## config.mk

```make
export PLATFORM = sky130hd
export DESIGN_NAME = ru_access_ctrl
export DESIGN_NICKNAME = d
export VERILOG_FILES = /design/src/rtl/ru_pkg.sv /design/src/rtl/ru_clear_seq.sv /design/src/rtl/ru_access_ctrl.sv
export SDC_FILE = /design/constraint.sdc
export NUM_CORES = 1
export LEC_CHECK = 0
export CAP_MARGIN = 0
export CORE_MARGIN = 2
export CORE_UTILIZATION = 32
export CTS_BUF_LIST = sky130_fd_sc_hd__clkbuf_4
export DETAILED_ROUTE_END_ITERATION = 6
export PLACE_DENSITY = 0.9
export SETUP_SLACK_MARGIN = 0.02
export SLEW_MARGIN = 20
export SYNTH_ARGS = -nofsm -noshare
export SYNTH_HDL_FRONTEND = slang
export SYNTH_SLANG_ARGS = --single-unit
```

## constraint.sdc

```tcl
create_clock -name clk -period 2.27 [get_ports clk]
set_input_delay 0.681 -clock clk [delete_from_list [all_inputs] [get_ports clk]]
set_output_delay 0.681 -clock clk [all_outputs]
set_load 0.01 [all_outputs]
```

## src/rtl/ru_pkg.sv

```systemverilog
// Shared types and default sizes for the RU access controller.
// The state enum is the one place the controller's states are defined.
package ru_pkg;

    localparam int NREGS_DEF = 32;
    localparam int AW_DEF    = 5;
    localparam int DW_DEF    = 32;

    typedef enum logic [1:0] {
        CLEAR   = 2'd0,
        RUN     = 2'd1,
        HALTED  = 2'd2,
        DBG_ACK = 2'd3
    } ru_state_t;

endpackage

```

## src/rtl/ru_clear_seq.sv

```systemverilog
// Sweep counter for the register clear: walks x1..x(NREGS-1), flags the last one.
// Wraps back to 1 on completion so every entry into CLEAR starts at x1.
module ru_clear_seq #(
    parameter int NREGS = ru_pkg::NREGS_DEF,
    parameter int AW    = ru_pkg::AW_DEF
) (
    input  logic          clk,
    input  logic          rst_n,
    input  logic          en,
    input  logic          restart,
    output logic [AW-1:0] addr,
    output logic          done
);

    logic [AW-1:0] cnt;

    always_ff @(posedge clk or negedge rst_n) begin
        if (!rst_n)       cnt <= AW'(1);
        else if (restart) cnt <= AW'(1);
        else if (en)      cnt <= done ? AW'(1) : cnt + AW'(1);
    end

    assign addr = cnt;
    assign done = (cnt == AW'(NREGS - 1));

endmodule

```

## src/rtl/ru_access_ctrl.sv

```systemverilog
// Arbitrates RU register-file access between the core, a post-reset/on-demand
// clear sweep, and a halt-mode debug port. The RU itself lives in the parent.
module ru_access_ctrl
    import ru_pkg::*;
#(
    parameter int NREGS = NREGS_DEF,
    parameter int AW    = AW_DEF,
    parameter int DW    = DW_DEF
) (
    input  logic          clk,
    input  logic          rst_n,
    input  logic          core_ruWr,
    input  logic [AW-1:0] core_rd,
    input  logic [DW-1:0] core_DataWr,
    input  logic [AW-1:0] core_rs1,
    input  logic [AW-1:0] core_rs2,
    output logic          core_stall,
    input  logic          dbg_halt,
    input  logic          dbg_resume,
    input  logic          dbg_clear,
    input  logic          dbg_req,
    input  logic          dbg_we,
    input  logic [AW-1:0] dbg_addr,
    input  logic [DW-1:0] dbg_wdata,
    output logic          dbg_ack,
    output logic [DW-1:0] dbg_rdata,
    output logic          halted,
    output logic          ruWr,
    output logic [AW-1:0] rd,
    output logic [DW-1:0] DataWr,
    output logic [AW-1:0] rs1,
    output logic [AW-1:0] rs2,
    input  logic [DW-1:0] ruRs1
);

    ru_state_t     state, state_n;
    logic          ret_halt;
    logic          sweep_restart;
    logic          sweep_done;
    logic [AW-1:0] sweep_addr;
    logic          wr_en;
    logic          dbg_rd_cyc;

    ru_clear_seq #(.NREGS(NREGS), .AW(AW)) u_clear_seq (
        .clk     (clk),
        .rst_n   (rst_n),
        .en      (state == CLEAR),
        .restart (sweep_restart),
        .addr    (sweep_addr),
        .done    (sweep_done)
    );

    // A held dbg_halt at the end of a sweep lands in HALTED without a RUN cycle.
    always_comb begin
        state_n       = state;
        sweep_restart = 1'b0;
        case (state)
            CLEAR:   if (sweep_done) state_n = (ret_halt || dbg_halt) ? HALTED : RUN;
            RUN:     if (dbg_halt) state_n = HALTED;
            HALTED: begin
                if (dbg_req) begin
                    state_n = DBG_ACK;
                end else if (dbg_clear) begin
                    state_n       = CLEAR;
                    sweep_restart = 1'b1;
                end else if (dbg_resume && !dbg_halt) begin
                    state_n = RUN;
                end
            end
            DBG_ACK: state_n = HALTED;
            default: state_n = CLEAR;
        endcase
    end

    always_ff @(posedge clk or negedge rst_n) begin
        if (!rst_n) begin
            state    <= CLEAR;
            ret_halt <= 1'b0;
        end else begin
            state <= state_n;
            if (sweep_restart)                    ret_halt <= 1'b1;
            else if (state == CLEAR && sweep_done) ret_halt <= 1'b0;
        end
    end

    assign dbg_rd_cyc = (state == HALTED) && dbg_req && !dbg_we;

    always_ff @(posedge clk or negedge rst_n) begin
        if (!rst_n)          dbg_rdata <= '0;
        else if (dbg_rd_cyc) dbg_rdata <= (dbg_addr == '0) ? '0 : ruRs1;
    end

    always_comb begin
        wr_en  = 1'b0;
        rd     = core_rd;
        DataWr = core_DataWr;
        case (state)
            CLEAR: begin
                wr_en  = 1'b1;
                rd     = sweep_addr;
                DataWr = '0;
            end
            RUN:    wr_en = core_ruWr;
            HALTED: begin
                wr_en  = dbg_req && dbg_we;
                rd     = dbg_addr;
                DataWr = dbg_wdata;
            end
            default: wr_en = 1'b0;
        endcase
    end

    // rst_n gates the strobe so nothing is written while reset is held.
    assign ruWr       = wr_en && (rd != '0) && rst_n;
    assign rs1        = dbg_rd_cyc ? dbg_addr : core_rs1;
    assign rs2        = core_rs2;
    assign core_stall = (state != RUN);
    assign halted     = (state == HALTED) || (state == DBG_ACK);
    assign dbg_ack    = (state == DBG_ACK);

endmodule

```

==> impl_metrics.py, run 1 <==
metrics = {
    "global_routing": {
        "overflow": 0,
        "grt_start_max_net_pins": 41,
        "first_global_vias": 2675,
        "antenna_found_initial": 0,
        "grt_pass1_wl_um": 13300,
        "grt_usage_pct": 22.0,
    },
    "cells_and_area": {
        "area_delta_synth_final_pct": 100,
        "post-route-util_pct": 65.2,
        "final_layout_size_suffix_gt1_share_pct": 23.0,
        "num_antenna_cells": 0,
        "final_area_sq_um": 4680,
        "fin_cells": 595,
        "final_nets": 622,
        "layout_common_cells": "141 x clkdlybuf4s50_1, 85 x nand2_1, 38 x dfrtp_1",
        "layout_commonest_cell": "clkdlybuf4s50_1",
    },
    "timing": {
        "hold_ws_ps": 441,
        "setup_ws_ps": -137,
        "rsz0062_at_grt": "yes",
        "clock.fmax_ghz": 0.415,
        "hold_viol": 0,
        "skew_ps": 13.2,
        "tightest_slew_ps": 505,
        "period_share_pct": 106,
        "fin_crit_ps": 2410,
        "drv_slew": 0,
        "relSlewSlack_pct": 66.3,
        "setup_viol": 26,
    },
    "placement": {
        "dp_hpwl_um": 6810,
        "dp.cells": 566,
        "port_buffers": 196,
        "dpl-instance-area_sq_um": 4420,
        "place.gp.congestion": 0.789,
    },
    "worst_setup_path": {
        "critical_path.cell_chain": "buf_6 > buf_6 > mux2i_1 > o21ai_1 > buf_4 > nor2_4 > a21oi_2 > buf_2",
        "required_ps": 1590,
        "crit_path_max_fanout": 3,
        "crit_slowest_cell": "dfrtp_1",
        "crit_top_cell": "buf_6",
        "endpoint_kind": "output port",
        "setup.worst_path.start_class": "register",
        "crit_arrival_ps": 1730,
        "path_class": "reg -> out",
        "max_stage_delay_ps": 420,
    },
    "logic_synthesis": {
        "synth_mux_area_share_pct": 2.57,
        "synth_fa_ha_area_share_pct": 1.07,
        "async_flop_share_pct": 100,
        "ys_seq_area_share_pct": 42.9,
        "avgSynthCellArea_sq_um": 8.34,
        "synth-xor-area-share_pct": 0.375,
        "synth_edf_count": 0,
        "ys_ff_latch": 40,
        "synth_compound_area_share_pct": 24.0,
        "yosys.area_share.simple_pct": 20.7,
        "synth_flop_cell": "dfrtp_1",
        "synth_top_family_by_area": "compound AO/OA/AOI/OAI gates",
        "synthCells": 280,
        "syn_area_sq_um": 2330,
        "synth.net_count": 406,
        "yosys_warnings": 0,
        "yosysUniqueCellTypes": 32,
    },
    "clock_tree": {
        "cts_buffers": 5,
        "cts_max_path_buffers": 2,
        "path_clk_slew_ps": 130,
        "cts_tree": "built",
        "insertion_delay_ps": 340,
        "cts_hold_buf": 0,
        "cts-root-buf": "clkbuf_4",
        "cts.sinks": 40,
        "htree_levels": 2,
    },
    "routing": {
        "vias": 2892,
        "drtIter0Drc": 83,
        "drc": 0,
        "firstDrtPassIters": 4,
        "drtAntennaViolNets": 0,
        "vias_per_cell": 4.86,
        "routedWlPerCell_um": 16.1,
        "drt-total-wl_um": 9590,
    },
    "power_and_ir_drop": {
        "powerDensity_nw_per_um2": 1170,
        "leakage_nw": 2.14,
        "vdd_ir_drop_max_uv": 627,
    },
    "outcome": {
        "status": "complete, but fails checks",
        "violations": "setup timing",
    },
    "die": {
        "core-area_sq_um": 7180,
        "dieArea_sq_um": 8000,
        "die_w_um": 89.4,
        "start_util_pct": 32.5,
        "rows": 31,
        "die_y_um": 89.4,
        "io_pins": 207,
    },
    "hold_path": {
        "hold_class": "in -> async",
    },
    "run": {
        "cap_violations": 0,
    },
}
kinds of logic (layout without fill, tap and decap cells):
| logic type | after synthesis | after routing |
|---|---|---|
| simple gates | 113 | 113 |
| compound gates | 86 | 86 |
| fa+ha+maj | 2 | 2 |
| xor+xnor | 1 | 1 |
| flops | 40 | 40 |
| buf+inv | 32 | 248 |
| mux | 6 | 6 |
sequential cells by signal, summed over array words and instances (netlist names):
signal            cells
state                 2
u_clear_seq.addr      5
dbg_rdata            32
ret_halt              1
area by class of cell:
cell class / instances / area (sq um)
flip-flops and latches: 40 / 1000
fillers: 574 / 2500
clock inverters: 2 / 12.5
well taps: 99 / 124
clock buffers: 5 / 37.5
inverters: 3 / 11.3
repair buffers: 238 / 2260
multi-input cells: 208 / 1220
power by group:
part / total (mW) / internal (mW) / switching (mW) / leakage, nW
Clock: 0.344 / 0.113 / 0.231 / 0.0271
Sequential: 1.23 / 1.03 / 0.206 / 0.495
Combinational: 3.89 / 2.17 / 1.72 / 1.62
cell usage after synthesis (3+ instances only):
library cell / instances / area (sq um)
buf_4: 9 / 67.6
o21ai_0: 39 / 195
o21ai_1: 7 / 35.0
nor2_1: 6 / 22.5
nand2_1: 91 / 342
buf_6: 4 / 45.0
inv_1: 3 / 11.3
clkbuf_1: 6 / 22.5
a22o_1: 32 / 280
buf_2: 8 / 40.0
dfrtp_1: 39 / 976
mux2i_1: 6 / 60.1
nand2b_1: 3 / 18.8
a21oi_1: 5 / 25.0
layer usage:
metal / track usage (%) / part of all wire, %
met5: 0 / 0
met1: 24.2 / 35
met4: 5.16 / 1.3
met2: 41.9 / 54
met3: 6.00 / 9.5
stage by stage:
step	setup TNS, ps	worst slack, ps	total power, mW
4_1_cts	-1350	-131	5.32
3_5_place_dp	-17300	-843	4.64
6_report	-984	-137	5.46
3_3_place_gp	-15490	-814	4.53
5_1_grt	-3510	-244	5.84
2_1_floorplan	0	172	2.68
critical path, delay by kind of cell, from the launching register on:
kind | cells | cell delay (ps)
buf+inv | 4 | 540
compound gates | 2 | 290
simple gates | 1 | 30
flops | 1 | 420
mux | 1 | 120
timing repair:
action                                  in CTS  in global routing
resized for setup                          219                 26
pin swaps                                   12                 11
setup buffers                               18                  3
endpoints found under the setup margin      45                 42
cloned                                       2                  0
final timing paths:
| check | from | endpoint | depth (start not counted) | slack, ps |
|---|---|---|---|---|
| worst max-delay path | state[1] | ruWr | 8 | -140 |
| worst min-delay path | rst_n | dbg_rdata[2] | 2 | 440 |
| worst max register to register | state[0] | dbg_rdata[16] | 7 | 420 |
| worst min register to register | dbg_rdata[29] | dbg_rdata[29] | 2 | 490 |
| max in group asynchronous | rst_n | state[0] | 2 | 1450 |
| min in group clk | dbg_rdata[29] | dbg_rdata[29] | 2 | 490 |
No activity file was read; power rests on OpenSTA's default activity.
==> run 2, diff against run 1 <==
--- a/config.mk
+++ b/config.mk
@@ -10,6 +10,7 @@
 export CORE_UTILIZATION = 32
 export CTS_BUF_LIST = sky130_fd_sc_hd__clkbuf_4
 export DETAILED_ROUTE_END_ITERATION = 6
+export HOLD_SLACK_MARGIN = 0.03
 export PLACE_DENSITY = 0.9
 export SETUP_SLACK_MARGIN = 0.02
 export SLEW_MARGIN = 20
==> results of run 2 <==
Same layout as run 1: the final DEF is identical, and so are final timing and power.
==> run 3, diff against run 2 <==
--- a/config.mk
+++ b/config.mk
@@ -6,6 +6,7 @@
 export NUM_CORES = 1
 export LEC_CHECK = 0
 export CAP_MARGIN = 0
+export CORE_ASPECT_RATIO = 1.5
 export CORE_MARGIN = 2
 export CORE_UTILIZATION = 32
 export CTS_BUF_LIST = sky130_fd_sc_hd__clkbuf_4
==> run 3 against run 2 <==
Effect of this change: the run still ends with setup timing left; wire length increased by 16%; flip-flop and latch count unchanged; clock skew decreased by 8.4 ps; critical path depth decreased by 2; cell count decreased by 2.2%; worst hold slack about the same; die area increased by 0.18%; via count increased by 5.0%; combinational power decreased by 4%; clock power increased by 41%.
==> impl_metrics.py, run 3 (same netlist as run 1, synthesis figures left out) <==
metrics = {
    "outcome": {
        "status": "complete, but fails checks",
        "violations": "setup timing",
    },
    "placement": {
        "dp_hpwl_um": 8000,
        "dp.cells": 552,
        "dpl_worst_slack_ps": -851,
        "place.gp.congestion": 0.850,
        "port_buffers": 196,
        "dpl-instance-area_sq_um": 4430,
    },
    "global_routing": {
        "antenna_found_initial": 5,
        "overflow": 0,
        "use_met2_pct": 45.1,
        "grtUsageMet3_pct": 15.2,
        "grt_start_max_net_pins": 41,
        "grt_pass1_wl_um": 15200,
        "use_met1_pct": 21.9,
        "grt_usage_pct": 25.4,
        "first_global_vias": 3075,
        "top_usage_layer": "met2",
    },
    "routing": {
        "drt-total-wl_um": 11100,
        "drtIter0Drc": 144,
        "vias": 3037,
        "firstDrtPassIters": 4,
        "routedWlPerCell_um": 19.0,
        "drtAntennaViolNets": 0,
        "drc": 0,
        "vias_per_cell": 5.22,
    },
    "cells_and_area": {
        "post-route-util_pct": 65.2,
        "layout_commonest_cell": "clkdlybuf4s50_1",
        "area_delta_synth_final_pct": 99.0,
        "largest_reg_flops": 32,
        "layout_common_cells": "142 x clkdlybuf4s50_1, 84 x nand2_1, 40 x buf_2",
        "final_area_sq_um": 4650,
        "final_layout_size_suffix_gt1_share_pct": 23.9,
        "final_nets": 622,
        "fin_cells": 582,
        "seqCellArea_sq_um": 1000,
        "multi_input_area_sq_um": 1220,
        "top_register": "dbg_rdata",
        "fill_cells": 548,
    },
    "run": {
        "cap_violations": 0,
    },
    "timing": {
        "setup_viol": 31,
        "drv_slew": 0,
        "relSlewSlack_pct": 65.0,
        "fin_crit_ps": 2470,
        "skew_ps": 4.79,
        "hold_viol": 0,
        "hold_ws_ps": 440,
        "tightest_slew_ps": 525,
        "fin_tns_setup_ps": -1760,
        "setup_ws_ps": -196,
        "clock.fmax_ghz": 0.406,
        "period_share_pct": 109,
        "rsz0062_at_grt": "yes",
    },
    "clock_tree": {
        "htree_levels": 2,
        "path_clk_slew_ps": 120,
        "cts_buffers": 5,
        "cts_tree": "built",
        "insertion_delay_ps": 360,
        "cts-root-buf": "clkbuf_4",
        "cts.sinks": 40,
        "cts_hold_buf": 0,
        "cts_max_path_buffers": 2,
    },
    "die": {
        "die_w_um": 73.7,
        "start_util_pct": 32.7,
        "die_y_um": 109,
        "core-area_sq_um": 7130,
        "io_pins": 207,
        "dieArea_sq_um": 8010,
        "rows": 38,
    },
    "power_and_ir_drop": {
        "powerDensity_nw_per_um2": 1170,
        "leakage_nw": 2.13,
        "p_total_mw": 5.45,
        "vdd_ir_drop_max_uv": 754,
    },
    "worst_setup_path": {
        "crit_arrival_ps": 1780,
        "worstReg2RegStart": "u_clear_seq.addr[1]",
        "crit_path_max_fanout": 5,
        "path_class": "reg -> out",
        "required_ps": 1590,
        "cp-startpoint": "state[1]",
        "endpoint_kind": "output port",
        "setup.worst_path.start_class": "register",
    },
    "hold_path": {
        "hold_class": "in -> async",
    },
}
-- run 3: cell count changes in the layout (fill, tap and decap cells not counted), moves of 2 or more --
cell / change
dlygate4sd2_1: -2
buf_8: -3
o21ai_1: -2
buf_6: -6
buf_2: +6
buf_4: +3
diode_2: +5
o21ai_2: +2
-- run 3: final cells by class --
type | count | share of cell area (%)
clock inverters | 2 | 0.754
flip-flops and latches | 40 | 21.6
multi-input cells | 208 | 26.3
well taps | 80 | 2.15
repair buffers | 238 | 47.7
diodes | 5 | 0.269
clock buffers | 6 | 0.969
inverters | 3 | 0.242
-- run 3: power breakdown --
part | internal [mW] | total (mW) | switching, mW
clock | 0.243 | 0.486 | 0.243
sequential | 1.03 | 1.22 | 0.189
combinational | 2.05 | 3.75 | 1.71
total | 3.32 | 5.45 | 2.14
-- run 3: timing repair --
| item | 4_1_cts | 5_1_grt |
|---|---|---|
| buffers inserted | 9 | 7 |
| resized for setup | 208 | 28 |
| setup endpoints to repair | 46 | 41 |
| gates cloned | 1 | 1 |
| pin swaps | 22 | 5 |
-- run 3: final timing paths --
path	slack (ps)	cells after the start	endpoint
max	-200	6	ruWr
min	440	2	u_clear_seq.addr[2]
max reg2reg	370	7	u_clear_seq.addr[2]
min reg2reg	500	2	dbg_rdata[21]
max in group asynchronous	1440	2	state[1]
min in group clk	500	2	dbg_rdata[21]
-- run 3: routing by layer --
layer / wire length, um / vias up / share of wire [%]
met3: 1680 / 33 / 15
met2: 5720 / 192 / 52
met1: 3300 / 1409 / 30
li1: - / 1399 / -
met5: 27 / - / 0.24
met4: 351 / 4 / 3.2
-- run 3: critical path, cell delays in order, from the launching register on --
cell and delay [ps]:
dfrtp_2 430, buf_6 160, mux2i_4 230, o21ai_2 100, nor3_2 270, a21oi_2 90, buf_2 150
==> variant (settings of run 1) <==
The package constant `DW_DEF` goes from 32 to 48.
--- a/src/rtl/ru_pkg.sv
+++ b/src/rtl/ru_pkg.sv
@@ -5,5 +5,5 @@
     localparam int NREGS_DEF = 32;
     localparam int AW_DEF    = 5;
-    localparam int DW_DEF    = 32;
+    localparam int DW_DEF    = 48;
 
     typedef enum logic [1:0] {
Interface: changed (5 resized); port bits go from 207 to 287. No check against the original RTL was run, so the function may have changed too.
==> variant against run 1 <==
Sequential power grew 40%; wire length grew 47%; worst hold slack gained 0.051 ns; total power grew 38%; first-iteration DRC count grew to 2.7 times the old value; final area grew 37%; die area grew 37%; area after synthesis grew 39%; clock power grew 39%; worst setup slack lost 0.10 ns; sequential cell count grew 16; highest routed layer unchanged; non-clock buffer count grew 92; the flow still finishes with violations (negative setup slack); critical path type unchanged.
==> variant: results <==
group,metric,value,unit
status,status,"finished, violations left",
status,violations,"negative setup slack",
synthesis,synth_common_cells,"nand2_1, dfrtp_1, a22o_1",
global_route,grtUsageMet3,6.18,%
placed_design,hpwl,10400,um
placed_design,dpl_cell_area,6160,um2
timing,setup_slack,-0.237,ns
power_and_ir_drop,p_int,4540,uW
critical_path,r2r-end,"dbg_rdata[7]",
clock_network,clk_pin_slew,0.18,ns
global_route,grt_pass1_vias,4155,
synthesis,synth_nets,536,
timing,finalSetupViolCount,57,
global_route,met1_usage,29.9,%
power_and_ir_drop,ir_drop,0.000749,V
global_route,grt_pass1_wl,21500,um
power_and_ir_drop,p_leak,0.00292,uW
synthesis,synth.yosys.seq_area_share,43.2,%
global_route,grtUsageMet2,41.4,%
placed_design,dp_cells,760,
clock_network,clk_latency,0.38,ns
routing,wl_per_cell,17.6,um
cells_and_area,largest_register_ffs,48,
global_route,antenna_found_initial,2,
power_and_ir_drop,power_density,1180,nW/um2
critical_path,arrival,1.83,ns
routing,dr_wl_met2,6970,um
timing,fin_setup_tns,-6.74,ns
timing,slew_headroom,52.3,%
routing,met1Wirelength,5720,um
clock_network,cts_setup_buffers,15,
routing,drtIter0Drc,220,
cells_and_area,fin_nets,837,
routing,met3_length,1050,um
synthesis,synthDistinctLibCells,38,
placed_design,port_buffers,276,
synthesis,yosys-top-cells-area,"dfrtp_1, nand2_1, a22o_1",
placed_design,place_congestion,0.858,
## variant: kinds of logic (layout without fill, tap and decap cells)
logic type	after synthesis	count (layout)	share of synthesized area (%)
AO/OA/AOI/OAI	119	119	27.1
XOR/XNOR	1	1	0.270
adder cells (fa/ha/maj)	2	2	0.771
buffers and inverters	38	340	8.14
flip-flops	56	56	43.2
multiplexers	6	6	1.85
other	0	2	0
AND/OR/NAND/NOR	140	140	18.6
## variant: worst max-delay path: cells and delay by family, from the launching register on
family	cells	cell delay, ns
AOI/OAI and AO/OA	2	0.40
buffers and inverters	3	0.44
DFF	1	0.43
muxes	1	0.11
and+or+nand+nor	1	0.08
## variant: layout make-up
cell class / instances / area, um2 / area share [%]
repair buffers: 330 / 3110 / 48.7
multi-input cells: 268 / 1630 / 25.5
flip-flops and latches: 56 / 1400 / 22.0
well taps: 133 / 166 / 2.60
clock buffers: 5 / 37.5 / 0.587
clock inverters: 3 / 27.5 / 0.431
inverters: 2 / 7.51 / 0.117
diodes: 2 / 5.00 / 0.0783
